## config.mk

```make
export PLATFORM = sky130hd
export DESIGN_NAME = vector_frame_reader
export DESIGN_NICKNAME = d
export VERILOG_FILES = /design/src/rtl/vector_frame_reader.sv
export SDC_FILE = /design/constraint.sdc
export NUM_CORES = 1
export LEC_CHECK = 0
export CAP_MARGIN = 20
export CORE_AREA = 10 10 96 56
export DETAILED_ROUTE_END_ITERATION = 10
export DIE_AREA = 0 0 106 66
export DONT_BUFFER_PORTS = 1
export MAX_ROUTING_LAYER = met4
export PLACE_DENSITY = 0.65
export SKIP_CTS_REPAIR_TIMING = 1
export SLEW_MARGIN = 40
export SYNTH_ARGS = -nofsm -noshare
export SYNTH_HDL_FRONTEND = slang
export SYNTH_SLANG_ARGS = --single-unit
export TNS_END_PERCENT = 30
```

## constraint.sdc

```tcl
create_clock -name clk -period 1.9 [get_ports clk]
set_clock_uncertainty 0.15 [all_clocks]
set_input_delay 0.285 -clock clk [delete_from_list [all_inputs] [get_ports clk]]
set_output_delay 0.285 -clock clk [all_outputs]
set_load 0.005 [all_outputs]
```

## src/rtl/vector_frame_reader.sv

```systemverilog
// Vector frame RAM scanner: decodes words into X/Y DAC codes and dwells on each point.
// Optional macro BLANK_SETTLE_EN adds a blank settle window after each beam move.
module vector_frame_reader #(
    parameter int ADR_WIDTH     = 10,
    parameter int DATAWIDTH     = 18,
    parameter int OUT_WIDTH     = 8,
    parameter int DEPTH         = 1024,
    parameter int DWELL_CYCLES  = 16,
    parameter int SETTLE_CYCLES = 4
) (
    input  logic                 clk,
    input  logic                 rst,
    input  logic                 enable,
    input  logic                 halt,
    output logic [ADR_WIDTH-1:0] adrREAD,
    input  logic [DATAWIDTH-1:0] dataREAD,
    output logic [OUT_WIDTH-1:0] xout,
    output logic [OUT_WIDTH-1:0] yout,
    output logic                 blank,
    output logic                 frame_done
);

    localparam int CW = (DWELL_CYCLES > 1) ? $clog2(DWELL_CYCLES) : 1;
    localparam logic [CW-1:0]        DWELL_LAST = CW'(DWELL_CYCLES - 1);
    localparam logic [ADR_WIDTH-1:0] ADR_LAST   = ADR_WIDTH'(DEPTH - 1);

    if (DWELL_CYCLES < 1 || SETTLE_CYCLES >= DWELL_CYCLES ||
        DATAWIDTH < 2*OUT_WIDTH+2 || DEPTH > 2**ADR_WIDTH) begin : g_param_check
        $error("vector_frame_reader: illegal parameter set");
    end

    typedef enum logic [2:0] {
        IDLE,
        FETCH,
        LATCH,
        DWELL,
        FRAME_END
    } state_t;

    state_t state;
    logic [CW-1:0] cnt;

    logic                 w_eof;
    logic                 w_draw;
    logic [OUT_WIDTH-1:0] w_x;
    logic [OUT_WIDTH-1:0] w_y;

    assign w_eof  = dataREAD[2*OUT_WIDTH+1];
    assign w_draw = dataREAD[2*OUT_WIDTH];
    assign w_x    = dataREAD[2*OUT_WIDTH-1:OUT_WIDTH];
    assign w_y    = dataREAD[OUT_WIDTH-1:0];

`ifdef BLANK_SETTLE_EN
    // Dwell count at which the settle window ends and the beam may turn on.
    localparam logic [CW-1:0] SETTLE_END = CW'(DWELL_CYCLES - SETTLE_CYCLES);

    logic settle_q;
    logic draw_q;
`endif

    always_ff @(posedge clk or negedge rst) begin
        if (!rst) begin
            state      <= IDLE;
            adrREAD    <= '0;
            xout       <= '0;
            yout       <= '0;
            blank      <= 1'b1;
            frame_done <= 1'b0;
            cnt        <= '0;
`ifdef BLANK_SETTLE_EN
            settle_q   <= 1'b0;
            draw_q     <= 1'b0;
`endif
        end else if (!halt) begin
            frame_done <= 1'b0;
            unique case (state)
                IDLE: begin
                    adrREAD <= '0;
                    blank   <= 1'b1;
                    if (enable) state <= FETCH;
                end
                FETCH: begin
                    state <= LATCH;
                end
                LATCH: begin
                    if (w_eof) begin
                        state      <= FRAME_END;
                        frame_done <= 1'b1;
                    end else begin
                        xout  <= w_x;
                        yout  <= w_y;
                        cnt   <= DWELL_LAST;
                        state <= DWELL;
`ifdef BLANK_SETTLE_EN
                        draw_q <= w_draw;
                        if ((w_x != xout || w_y != yout) &&
                            SETTLE_CYCLES > 0) begin
                            blank    <= 1'b1;
                            settle_q <= 1'b1;
                        end else begin
                            blank    <= ~w_draw;
                            settle_q <= 1'b0;
                        end
`else
                        blank <= ~w_draw;
`endif
                    end
                end
                DWELL: begin
`ifdef BLANK_SETTLE_EN
                    if (settle_q && cnt == SETTLE_END) begin
                        blank    <= ~draw_q;
                        settle_q <= 1'b0;
                    end
`endif
                    if (cnt == '0) begin
                        // Last RAM slot ends the frame even without an EOF word.
                        if (adrREAD == ADR_LAST) begin
                            state      <= FRAME_END;
                            frame_done <= 1'b1;
                        end else begin
                            adrREAD <= adrREAD + 1'b1;
                            state   <= FETCH;
                        end
                    end else begin
                        cnt <= cnt - 1'b1;
                    end
                end
                FRAME_END: begin
                    blank   <= 1'b1;
                    adrREAD <= '0;
                    state   <= enable ? FETCH : IDLE;
                end
                default: begin
                    state <= IDLE;
                end
            endcase
        end
    end

endmodule

```

**Word level (Yosys, flattened, before mapping)**

Cells that the tools add are included.

- Register bits after elaboration: 35
- Bits of input ports: 22
- Output and inout bits: 28
- Logic and storage cells: 51

- Add/sub/neg operators: 2
- Equality and inequality tests: 10
- Muxes and demuxes: 18
- Bitwise logic cells: 3
- Reduce and logical (&&, ||, !) cells: 11

Operators with widths:

| operator | number |
|---|---|
| $mux 10 | 2 |
| $pmux 10 s2 | 1 |
| $pmux 3 s5 | 1 |
| $mux 3 | 4 |
| $add 10x1->10 const B | 1 |
| $eq 10x10->1 const B | 1 |
| $ne 2x2->1 const B | 5 |
| $reduce_and 3->1 | 3 |
| $mux 4 | 2 |
| $pmux 4 s2 | 1 |
| $reduce_and 4->1 | 2 |
| $eq 3x2->1 const B | 2 |
| $reduce_bool 2->1 | 3 |
| $mux 1 | 5 |
| $logic_not 4->1 | 1 |
| $pmux 1 s2 | 2 |
| $sub 4x1->4 const B | 1 |
| $eq 3x1->1 const B | 1 |
| $eq 3x3->1 const B | 1 |
| $logic_not 3->1 | 1 |
| $not 1->1 | 3 |
| $reduce_or 2->1 | 1 |

**Longest topological paths before layout**

Gate-level depths: netlist (run 1).

- Depth after elaboration: 4
- Mapped depth: 7
- Depth with buffers taken out: 6

**Worst setup path after synthesis (run 1)**

Ideal clock, no wire load.

- Path kind: reg-to-reg
- Start point: register cnt[0]
- End point: register adrREAD[9]
- Setup time: 0.069 ns
- Arrival: 1.700 ns
- Required time: 1.681 ns
- Setup slack: -0.020 ns
- Stages on the path, launching flop included: 7
- Buffers on the path: 0
- Period minus slack after synthesis: 1.920 ns
- Cells stage by stage: dfrtp_1 > inv_1 > ha_1 > nor3b_2 > nand2_1 > or4_1 > nand3_1

- Word-level cells in the longest chain between the ends: 3

RTL lines:

| element | line | source |
|---|---|---|
| from (decl) | 41 | `logic [CW-1:0] cnt;` |
| from (signal assigned) | 126 | `cnt <= cnt - 1'b1;` |
| $logic_not 4->1 | 116 | `if (cnt == '0) begin` |
| $ne 2x2->1 (no line) | n/a |  |
| $reduce_and 4->1 (no line) | n/a |  |
| to (signal assigned) | 122 | `adrREAD <= adrREAD + 1'b1;` |
| to (decl) | 15 | `output logic [ADR_WIDTH-1:0] adrREAD,` |

Every way passes these cells.
A chain may end at the register's enable or synchronous reset.

**Worst setup path after layout (run 1)**

- Start point: register state[2]
- End point: register yout[6]

- Word-level cells in the longest chain between the ends: 2

RTL lines:

| element | line | source |
|---|---|---|
| from (decl) | 40 | `state_t state;` |
| from (signal assigned) | 132 | `state <= enable ? FETCH : IDLE;` |
| $eq 3x2->1 | 76 | `unique case (state)` |
| $reduce_and 3->1 (no line) | n/a |  |
| to (signal assigned) | 91 | `yout <= w_y;` |
| to (decl) | 18 | `output logic [OUT_WIDTH-1:0] yout,` |

Every way passes these cells.

==> impl_metrics.json, run 1 <==
{
  "run_status": "finished clean",
  "clock_sink_count": 35,
  "placed_cells_incl_taps": 236,
  "grt_setup_unrepaired": "true",
  "dieArea_sq_um": 6996,
  "clkLatencyLatePin_ns": 0.30,
  "port_buffers": 0,
  "detail_route.wl_per_cell_um": 21.56,
  "first_pass_iters": 5,
  "first_global_vias": 1436,
  "seqCellArea_sq_um": 882.1,
  "root_buffer": "clkbuf_8",
  "final-hold-violation-count": 0,
  "p_switching_mw": 0.9969,
  "die_height_um": 66,
  "final_cell_count_no_fill": 265,
  "grt_use_total": 0.1455,
  "drive_above_1_share": 0.3507,
  "ys_async_sr_fraction": 1.000,
  "power_mw": 2.896,
  "synth-edff-count": 0,
  "arrival_ns": 1.91,
  "synth_most_common_cell": "dfrtp_1",
  "floorplan.initialDensity": 0.4768,
  "worstSetupEndpointType": "flop",
  "setup_viol": 0,
  "grt_start_max_net_pins": 36,
  "max_cap_viol_count": 0,
  "grt_antenna_before_repair": 0,
  "timing.fmax_ghz": 0.5293,
  "synth-main-ff-cell": "dfrtp_1",
  "timing.max_slew.rel_slack": 0.6989,
  "post_synth_instance_area_sq_um": 1775,
  "path_class": "flop to flop",
  "fin_worst_hold_slack_ns": 0.02307,
  "nNetsFinal": 234,
  "synthesis.yosys.warnings": 0,
  "clock_power_share": 0.244,
  "yosys_register_bits": 35,
  "part_of_the_power_in_combinational_logic": 0.326,
  "area_growth_pct": 35.73,
  "top_level_ports": 50,
  "netlist_top_cells_count": "dfrtp_1, mux2_2",
  "fp.dieW_um": 106,
  "post-route-min-period_ns": 1.889,
  "synth_largest_type_area_fraction": 0.4792,
  "number_of_clock_buffers_inserted_by_tritoncts": 5,
  "max-clock-path-buffers": 2,
  "crit_path_start_kind": "flop",
  "yosysTopAreaCell": "dfrtp_1",
  "fraction_of_the_yosys_area_taken_by_sequential_cells": 0.4940,
  "clock_tree.htree_level_count": 2,
  "overflow": 0,
  "finalCritPeriodShare": 0.9944,
  "worst-slew-pin-transition_ns": 0.4458,
  "slew_viol_final": 0,
  "postSynthAreaPerCell_sq_um": 10.70,
  "multiInputGateArea_sq_um": 894.6,
  "worst_min_delay_path_category": "primary input to flop",
  "power.internal_mw": 1.899,
  "route.detailed.drc": 0,
  "p_leak_nw": 0.9943,
  "ys_top_cells_by_area": "dfrtp_1, mux2_2, a21oi_1",
  "globalplace.congestion": 0.8832,
  "num_rows": 16,
  "wire_length_of_the_first_global_routing_pass_um": 7790,
  "postRouteAntennaNets": 0,
  "antenna_cells_inserted": 0,
  "layout.filler_cells": 278,
  "synthCells": 166,
  "detailedPlacementHpwl_um": 3896,
  "irDropWorstVdd_v": 0.0006417,
  "timing.critical_path.fanout_max": 16,
  "dr_total_vias": 1654,
  "routed_wl_um": 5714,
  "path_clk_slew_ns": 0.07,
  "p_per_area_nw_per_um2": 1202,
  "tritoncts_clock_tree": "built",
  "mappedNetlistNets": 190,
  "route.detailed.vias_per_inst": 6.242,
  "reg2reg_depth": 4,
  "netSwitchingFraction": 0.3442,
  "holdPathStages": 2,
  "core_region_area_sq_um": 3724,
  "timing.critical_path.required_ns": 1.92,
  "power.sequential.fraction": 0.430,
  "drt_iter0_markers": 264,
  "synth_cell_types": 46
}
through the flow:
stage | setup slack [ns] | setup TNS [ns] | util | instance area [sq um]
2_1_floorplan | 0.001058 | 0 | - | 1782
3_3_place_gp | -0.09180 | -0.1448 | 0.5366 | 1998
3_5_place_dp | -0.09341 | -0.2748 | 0.5366 | 1998
4_1_cts | -0.09275 | -0.2636 | 0.5682 | 2116
5_1_grt | -0.02728 | -0.1708 | 0.6472 | 2410
6_report | 0.01069 | 0 | 0.6472 | 2410
area by class of cell:
cell class                 count  area share
inverter                       9     0.01402
sequential                    35      0.3660
tap                           54     0.02804
clock inverter                 2     0.01454
clock buffer                   6     0.03427
timing repair buffer          45      0.1719
multi-input combinational    114      0.3712
logic make-up after synthesis:
family                     Yosys count  share of synthesized area
DFF                                 35                     0.4940
muxes                               17                     0.1078
and+or+nand+nor                     52                     0.1762
AOI/OAI and AO/OA                   43                     0.1642
adders and majority gates            2                    0.01409
buffers and inverters               17                    0.04369
worst max-delay path, cell delays in order, from the launching register on:
cell and delay (ns):
dfrtp_2 0.46, or3b_4 0.44, nor3_4 0.17, buf_12 0.19
mux2_2 0.36
metal layers:
metal	wire length, um	vias to the layer above	global-route usage
met2	2664	112	0.2170
met1	2285	809	0.1632
met4	157	0	0.05537
met5	0	-	-
li1	-	716	-
met3	607	17	0.07685
power groups by stage:
stage | sequential, mW | combinational (mW) | clock (mW)
finish | 1.25 | 0.944 | 0.707
global route | 1.27 | 1.03 | 0.740
CTS | 1.23 | 0.824 | 0.709
detailed placement | 1.24 | 0.821 | 0
global placement | 1.23 | 0.782 | 0
floorplan | 1.16 | 0.558 | 0
path summary, 6_finish.rpt:
| kind | from | end | slack (ns) |
|---|---|---|---|
| min reg2reg | frame_done | frame_done | 0.40 |
| max in group asynchronous | rst | blank | 1.05 |
| max | state[2] | yout[6] | 0.01 |
| min in group asynchronous | rst | adrREAD[1] | 0.29 |
| min | halt | adrREAD[3] | 0.02 |
| max reg2reg | state[2] | yout[6] | 0.01 |
cell usage in the layout, fill, tap and decap left out, types with 6 or more instances in the layout:
cell / synthesis / final
dfrtp_1: 34 / 30
buf_4: 1 / 23
dlygate4sd3_1: 0 / 19
mux2_2: 17 / 16
inv_1: 9 / 9
nor2_1: 9 / 9
a21oi_1: 9 / 9
nand2_1: 9 / 8
nand3_1: 9 / 8
a31oi_1: 7 / 7
o21ai_0: 7 / 6
clkbuf_8: 0 / 6
state kept, by name, indices dropped and copies added, names as in the netlist:
register / cells
yout: 8
frame_done: 1
cnt: 4
xout: 8
blank: 1
adrREAD: 10
state: 3
(Power assumes the default switching activity.)
==> run 2, diff against run 1 <==
--- a/config.mk
+++ b/config.mk
@@ -6,12 +6,13 @@
 export NUM_CORES = 1
 export LEC_CHECK = 0
 export CAP_MARGIN = 20
-export CORE_AREA = 10 10 96 56
+export CORE_AREA = 10 10 83 63
 export DETAILED_ROUTE_END_ITERATION = 10
-export DIE_AREA = 0 0 106 66
+export DIE_AREA = 0 0 93 73
 export DONT_BUFFER_PORTS = 1
 export MAX_ROUTING_LAYER = met4
-export PLACE_DENSITY = 0.65
+export PLACE_DENSITY = 0.66
+export SETUP_SLACK_MARGIN = 0.05
 export SKIP_CTS_REPAIR_TIMING = 1
 export SLEW_MARGIN = 40
 export SYNTH_ARGS = -nofsm -noshare
==> impl_metrics.json, run 2 (synthesized netlist as in run 1, its figures left out) <==
{
  "run_status": "finished clean",
  "timing.fmax_ghz": 0.5358,
  "setup_viol": 0,
  "largest_register_ff_count": 10,
  "crit_path_start_kind": "flop",
  "worst-slew-pin-transition_ns": 0.5279,
  "post-route-min-period_ns": 1.867,
  "grt_start_max_net_pins": 36,
  "p_leak_nw": 1.034,
  "layout.filler_cells": 298,
  "slew_viol_final": 0,
  "grt_use_total": 0.1415,
  "route.detailed.vias_per_inst": 6.007,
  "final-hold-violation-count": 0,
  "overflow": 0,
  "placed_cells_incl_taps": 237,
  "die_height_um": 73,
  "most-common-layout-cells": "dfrtp_1, buf_4, mux2_2, dlygate4sd3_1, inv_1",
  "p_per_area_nw_per_um2": 1189,
  "top_level_ports": 50,
  "timing.critical_path.fanout_max": 16,
  "floorplan.initialDensity": 0.4727,
  "antenna_cells_inserted": 0,
  "path_class": "flop to flop",
  "finished_cell_area_sq_um": 2496,
  "first_pass_iters": 4,
  "final_util": 0.6646,
  "first_global_vias": 1402,
  "grt_antenna_before_repair": 0,
  "port_buffers": 0,
  "layout.cells.most_common": "dfrtp_1",
  "root_buffer": "clkbuf_8",
  "biggestRegsByFlops": "adrREAD x10, xout x8, yout x8",
  "path_clk_slew_ns": 0.08,
  "arrival_ns": 1.88,
  "worstSetupEndpointType": "flop",
  "max_cap_viol_count": 0,
  "detail_route.wl_per_cell_um": 20.29,
  "drt_iter0_markers": 170,
  "dr_total_vias": 1610,
  "fin_setup_tns_ns": 0,
  "wire_length_of_the_first_global_routing_pass_um": 7341,
  "worst_min_delay_path_category": "primary input to flop",
  "clock_sink_count": 35,
  "routed_wl_um": 5439,
  "timing.critical_path.required_ns": 1.92,
  "globalplace.congestion": 0.8284,
  "detailedPlacementHpwl_um": 3466,
  "number_of_clock_buffers_inserted_by_tritoncts": 5,
  "fp.dieW_um": 93,
  "postRouteAntennaNets": 0,
  "drive_above_1_share": 0.3843,
  "seqCellArea_sq_um": 879.6,
  "final_cell_count_no_fill": 268,
  "tritoncts_clock_tree": "built",
  "critical_path.max_stage_delay_ns": 0.45,
  "core_region_area_sq_um": 3756,
  "clkLatencyLatePin_ns": 0.29,
  "timing.max_slew.rel_slack": 0.6473,
  "cp_slowest_cell": "or3b_4",
  "max-clock-path-buffers": 2,
  "postPlaceCellArea_sq_um": 2018,
  "nNetsFinal": 239,
  "irDropWorstVdd_v": 0.0006756,
  "finalCritPeriodShare": 0.9824,
  "route.detailed.drc": 0,
  "largest-register": "adrREAD",
  "area_growth_pct": 40.59,
  "crit_path_cell_trace": "or3b_4 > nor3_4 > buf_12 > mux2_2",
  "num_rows": 19,
  "clock_tree.htree_level_count": 2,
  "grt_setup_unrepaired": "true",
  "multiInputGateArea_sq_um": 934.6,
  "fin_worst_hold_slack_ns": 0.004303,
  "dieArea_sq_um": 6789
}
[run 2: critical path, delay by kind of cell (launching register included)]
kind	cells	cell delay, ns
AND/OR/NAND/NOR	2	0.62
buffers and inverters	1	0.18
multiplexers	1	0.34
flip-flops	1	0.44
[run 2: final timing paths]
kind                                   from    endpoint  slack [ns]  depth (start not counted)
worst min register to register      xout[4]     xout[4]        0.40                          1
max in group asynchronous               rst       blank        1.03                          2
worst min-delay path            dataREAD[6]     yout[6]       0.004                          1
min in group asynchronous               rst  adrREAD[2]        0.32                          2
worst max-delay path               state[2]     xout[6]        0.03                          4
worst max register to register     state[2]     xout[6]        0.03                          4
[run 2: metrics by stage]
stage          setup slack, ns  power, mW
5_1_grt               -0.02813      3.153
6_report               0.03349      2.969
3_3_place_gp         -0.003773      1.987
4_1_cts               -0.09101      2.836
3_5_place_dp          -0.07234      2.026
2_1_floorplan         0.001058      1.722
[run 2: area by class of cell]
| cell class | instances | area share |
|---|---|---|
| Clock buffer | 5 | 0.02757 |
| Tap cell | 52 | 0.02607 |
| Timing Repair Buffer | 50 | 0.1789 |
| Sequential cell | 35 | 0.3524 |
| Multi-Input combinational cell | 114 | 0.3744 |
| Inverter | 9 | 0.01353 |
| Clock inverter | 3 | 0.02707 |
[run 2: power breakdown]
part	switching, mW	total [mW]	leakage (nW)	internal (mW)
Clock	0.282	0.805	0.0644	0.523
Combinational	0.452	0.933	0.539	0.480
Sequential	0.235	1.23	0.430	0.996
Total	0.969	2.97	1.03	2.00
[run 2: metal layers]
| metal | wire length, um | track usage |
|---|---|---|
| met3 | 558 | 0.07297 |
| met5 | 0 | - |
| met2 | 2673 | 0.2126 |
| met1 | 2142 | 0.1676 |
| met4 | 63 | 0.02560 |
